`config.mk`:
```
export PLATFORM = sky130hd
export DESIGN_NAME = register_file_16x32
export DESIGN_NICKNAME = d
export VERILOG_FILES = /design/src/rtl/register_file_16x32_pkg.sv /design/src/rtl/register_file_16x32_decoder.sv /design/src/rtl/register_file_16x32.sv
export SDC_FILE = /design/constraint.sdc
export NUM_CORES = 1
export LEC_CHECK = 0
export CORE_MARGIN = 2
export CORE_UTILIZATION = 45
export DETAILED_ROUTE_END_ITERATION = 6
export HOLD_SLACK_MARGIN = 0.05
export MAX_ROUTING_LAYER = met4
export PLACE_DENSITY = 0.71
export SLEW_MARGIN = 10
export SYNTH_ARGS = -nofsm -noshare
export SYNTH_HDL_FRONTEND = slang
export SYNTH_HIERARCHICAL = 1
export SYNTH_SLANG_ARGS = --single-unit
export TNS_END_PERCENT = 30
```
`constraint.sdc`:
```
create_clock -name clk -period 2.6 [get_ports clk]
set_input_delay 0.65 -clock clk [delete_from_list [all_inputs] [get_ports clk]]
set_output_delay 0.65 -clock clk [all_outputs]
set_load 0.03 [all_outputs]
```
`src/rtl/register_file_16x32_pkg.sv`:
```
// Shared constants for the 16 x 32 ARM register file.
package register_file_16x32_pkg;

   localparam int REG_ADDR_W     = 4;
   localparam int REG_COUNT      = 16;
   localparam int PC_IDX         = 15;
   localparam int DATA_W_DEFAULT = 32;

   localparam int SP = 13;
   localparam int LR = 14;
   localparam int PC = 15;

   localparam logic [REG_ADDR_W-1:0] PC_ADDR = REG_ADDR_W'(PC_IDX);

   function automatic logic is_pc(input logic [REG_ADDR_W-1:0] a);
      return a == PC_ADDR;
   endfunction

endpackage

```
`src/rtl/register_file_16x32_decoder.sv`:
```
// Existing 4-to-16 one-hot address decoder.
module decoder_4x16
   import register_file_16x32_pkg::*;
(
   input  logic [REG_ADDR_W-1:0] addr,
   output logic [REG_COUNT-1:0]  sel
);

   always_comb begin
      sel       = '0;
      sel[addr] = 1'b1;
   end

endmodule

```
`src/rtl/register_file_16x32.sv`:
```
// ARM R0-R15 register file: 3 combinational reads, 1 write,
// R15 doubles as PC with its own load port.
module register_file_16x32
   import register_file_16x32_pkg::*;
#(
   parameter int DATA_W = DATA_W_DEFAULT,
   parameter bit BYPASS = 1'b1
) (
   input  logic                  clk,
   input  logic                  rst_n,
   input  logic [REG_ADDR_W-1:0] ra_a,
   input  logic [REG_ADDR_W-1:0] ra_b,
   input  logic [REG_ADDR_W-1:0] ra_c,
   output logic [DATA_W-1:0]     rd_a,
   output logic [DATA_W-1:0]     rd_b,
   output logic [DATA_W-1:0]     rd_c,
   input  logic                  we,
   input  logic [REG_ADDR_W-1:0] wa,
   input  logic [DATA_W-1:0]     wd,
   input  logic                  pc_ld,
   input  logic [DATA_W-1:0]     pc_in,
   output logic [DATA_W-1:0]     pc_out
);

   logic [DATA_W-1:0]     regs [REG_COUNT];
   logic [REG_COUNT-1:0]  dec;
   logic [REG_COUNT-1:0]  wen;
   logic [REG_ADDR_W-1:0] ra [3];

   decoder_4x16 u_dec (
      .addr (wa),
      .sel  (dec)
   );

   assign wen = dec & {REG_COUNT{we}};

   // pc_ld is assigned last so it wins over a same-cycle write to R15
   always_ff @(posedge clk) begin
      if (!rst_n) begin
         for (int i = 0; i < REG_COUNT; i++) regs[i] <= '0;
      end else begin
         for (int i = 0; i < REG_COUNT; i++) begin
            if (wen[i]) regs[i] <= wd;
         end
         if (pc_ld) regs[PC_IDX] <= pc_in;
      end
   end

   assign ra[0] = ra_a;
   assign ra[1] = ra_b;
   assign ra[2] = ra_c;

   for (genvar p = 0; p < 3; p++) begin : g_rd
      logic [DATA_W-1:0] v;
      always_comb begin
         v = regs[ra[p]];
         if (BYPASS) begin
            if (pc_ld && is_pc(ra[p]))  v = pc_in;
            else if (we && ra[p] == wa) v = wd;
         end
      end
   end

   assign rd_a   = g_rd[0].v;
   assign rd_b   = g_rd[1].v;
   assign rd_c   = g_rd[2].v;
   assign pc_out = regs[PC_IDX];

endmodule

```
==> metrics.txt, run 1 <==
status finished with violations; failing checks negative setup slack; CP Max Fanout 22; I/O pin count 212; Initial Utilization 0.4556; syn_nets 2344; clock-pin slew on the worst setup and hold paths 0.06 ns; clock share of power 0.324; CP Capture Type output port; delay-heaviest family, CP compound AO/OA/AOI/OAI gates; yosys warns 6; die height between 200 and 300 microns; setup violators final 96; filler cell count between 4000 and 5000; Finished Cell Area 44490 sq um; Rel. slew slack 0.6569; setup ws final -0.4818 ns; Pwr Total ~26000 uW; hold path start rst_n; Cell Rows 96; Critical path origin ra_b[3]; routed via count approximately 26000; Worst path max stage delay between 0.3 and 0.4 ns; Worst EP required 1.95 ns; core area 68830 sq um; RSZ-0062 raised after global routing yes; Residual DRC 0; area delta synth->final 41.91%; multi-input logic area around 17000 sq um; Cell Area, Placed between 30000 and 40000 sq um; First-pass DRT Iterations 6; most common cell in the netlist edfxtp_1; Largest register FFs a little over 500; Largest regs regs: 512 flops; number of global-route vias before repair ~26000; Clock Path Buffers 3; Post-synth top cells 512 x edfxtp_1, 323 x nor2_1, 321 x mux4_2; CTS Buf Count 55; netlist area before placement ~31000 sq um; HP Class in -> reg; CP arrival 2.43 ns; initial antenna violation count 1; Slew Limit Fails 0; FF/Latch Area 15370 sq um; period utilisation layout 1.185; post-DR vias/cell a little over 7; Antenna Nets Post-Route 0; Synth top area share 0.4904; fin crit period ~3.1 ns; synthesized area per cell between 10 and 15 sq um; DP Worst Slack -0.9270 ns; Biggest register regs; Net Sw Frac 0.2947; cell mode on critical path buf_12; final wirelength approximately 130 mm; Sink Count 512; first-pass GRT wire length ~180 mm; Detailed Place HPWL about 84 mm; leakage 0.01595 uW; CTS HTree Levels 2; Buf+Inv Stages, Crit Path 3; Overflow after GRT 0; die span in x roughly 270 microns; NetSw ~7700 uW; Cell variety after synth 40; slowest cell on the critical path mux4_2; largest net degree at the start of global routing 38; Seq/Total Area, Yosys 0.4904; ys flop type edfxtp_1; Final Hold Fails 0; CP startpoint kind input port; WL/cell roughly 35 microns; Clk Tree Root Cell clkbuf_16; Internal between 15000 and 20000 uW; crit path kind in -> out; Peak Freq roughly 320 MHz; Cell Pwr Density approximately 600 nW/um^2; Slew @ Worst Pin between 0.5 and 0.6 ns; GRT Overall Usage 0.3671; Post-Syn Instances 2260; crit path cell chain buf_6, buf_12, mux4_2, a22o_4, a221oi_4, a21oi_4, buf_12; Gate power share 0.283; layout cells sized above 1 0.4880; maximum vdd ir drop between 400 and 500 uV; port bufs about 210; leading area contributor after synthesis edfxtp_1; Sequential Power Share 0.393; CTS Hold Bufs 0; Max Cap Violations 0; final setup TNS -36.09 ns; routability cong. approximately 1; Starting DRT DRC Count roughly 4100; CTS tree built; fin nets between 2000 and 3000; Area contributors post-synth edfxtp_1 49%, mux4_2 23%, mux2i_1 5.0%; die area slightly above 70000 sq um; Async SR Flop Fraction 0; Hold Slack around 0.6 ns; #FFs+latches synth a little over 500; Post-synth EDFFs 512
-- layout make-up --
cell class	instances	share of cell area
antenna	1	0.00005624
clock inverter	44	0.01102
multi-input combinational	1465	0.3876
timing repair buffer	642	0.1947
clock buffer	59	0.03223
sequential	512	0.3456
tap	931	0.02618
inverter	32	0.002700
-- stage by stage --
step                instances  utilization
floorplan                2260            -
global placement         3466       0.5668
detailed placement       3466       0.5668
CTS                      3622       0.6295
global route             3686       0.6465
finish                   3686       0.6465
-- routing by layer --
layer | global-route usage | share of wire
met1 | 0.4662 | 0.34
met2 | 0.5381 | 0.45
met3 | 0.1167 | 0.16
met4 | 0.1705 | 0.056
met5 | - | 0
-- worst paths after layout --
| check | slack [ns] | depth (start not counted) | to |
|---|---|---|---|
| min | 0.60 | 2 | regs[15][12] |
| max | -0.48 | 7 | rd_b[5] |
-- cells in the final DEF (no fill, tap or decap), types with 25 or more instances in the layout --
master,count
edfxtp_1,512
buf_12,209
a21oi_4,39
a21oi_2,25
buf_4,230
mux4_2,321
a221oi_4,44
o22ai_1,55
mux2i_1,143
nor2_1,320
clkdlybuf4s50_1,96
inv_1,32
nor2b_1,32
a22o_1,42
o22ai_2,63
and3_4,25
clkbuf_16,69
nand2_1,109
a211oi_2,28
buf_6,50
-- cell families (layout without fill, tap and decap cells) --
| logic type | count (synthesis) | count (layout) | synth area share |
|---|---|---|---|
| simple gates | 555 | 555 | 0.07849 |
| compound gates | 417 | 417 | 0.1024 |
| buf+inv | 283 | 777 | 0.04366 |
| xor+xnor | 12 | 12 | 0.003352 |
| other cells | 0 | 1 | 0 |
| mux | 481 | 481 | 0.2817 |
| flops | 512 | 512 | 0.4904 |
-- power groups by stage --
stage | logic, uW | clock network [uW] | registers (uW)
5_1_grt | 7620 | 8790 | 10300
2_1_floorplan | 3520 | 0 | 10300
3_5_place_dp | 6480 | 0 | 10400
6_report | 7430 | 8500 | 10300
3_3_place_gp | 6410 | 0 | 10300
4_1_cts | 7060 | 8480 | 10200
-- repair_timing --
item	CTS	global route
setup buffers	42	51
gates resized for setup	360	79
pin swaps	97	105
gates cloned	15	12
endpoints found under the setup margin	96	96
(Power assumes the default switching activity.)
==> run 2: changes to the inputs <==
--- a/config.mk
+++ b/config.mk
@@ -5,6 +5,7 @@
 export SDC_FILE = /design/constraint.sdc
 export NUM_CORES = 1
 export LEC_CHECK = 0
+export CAP_MARGIN = 15
 export CORE_MARGIN = 2
 export CORE_UTILIZATION = 45
 export DETAILED_ROUTE_END_ITERATION = 6
==> results of run 2 <==
No change in the layout: final DEF, timing and power equal those of run 1.
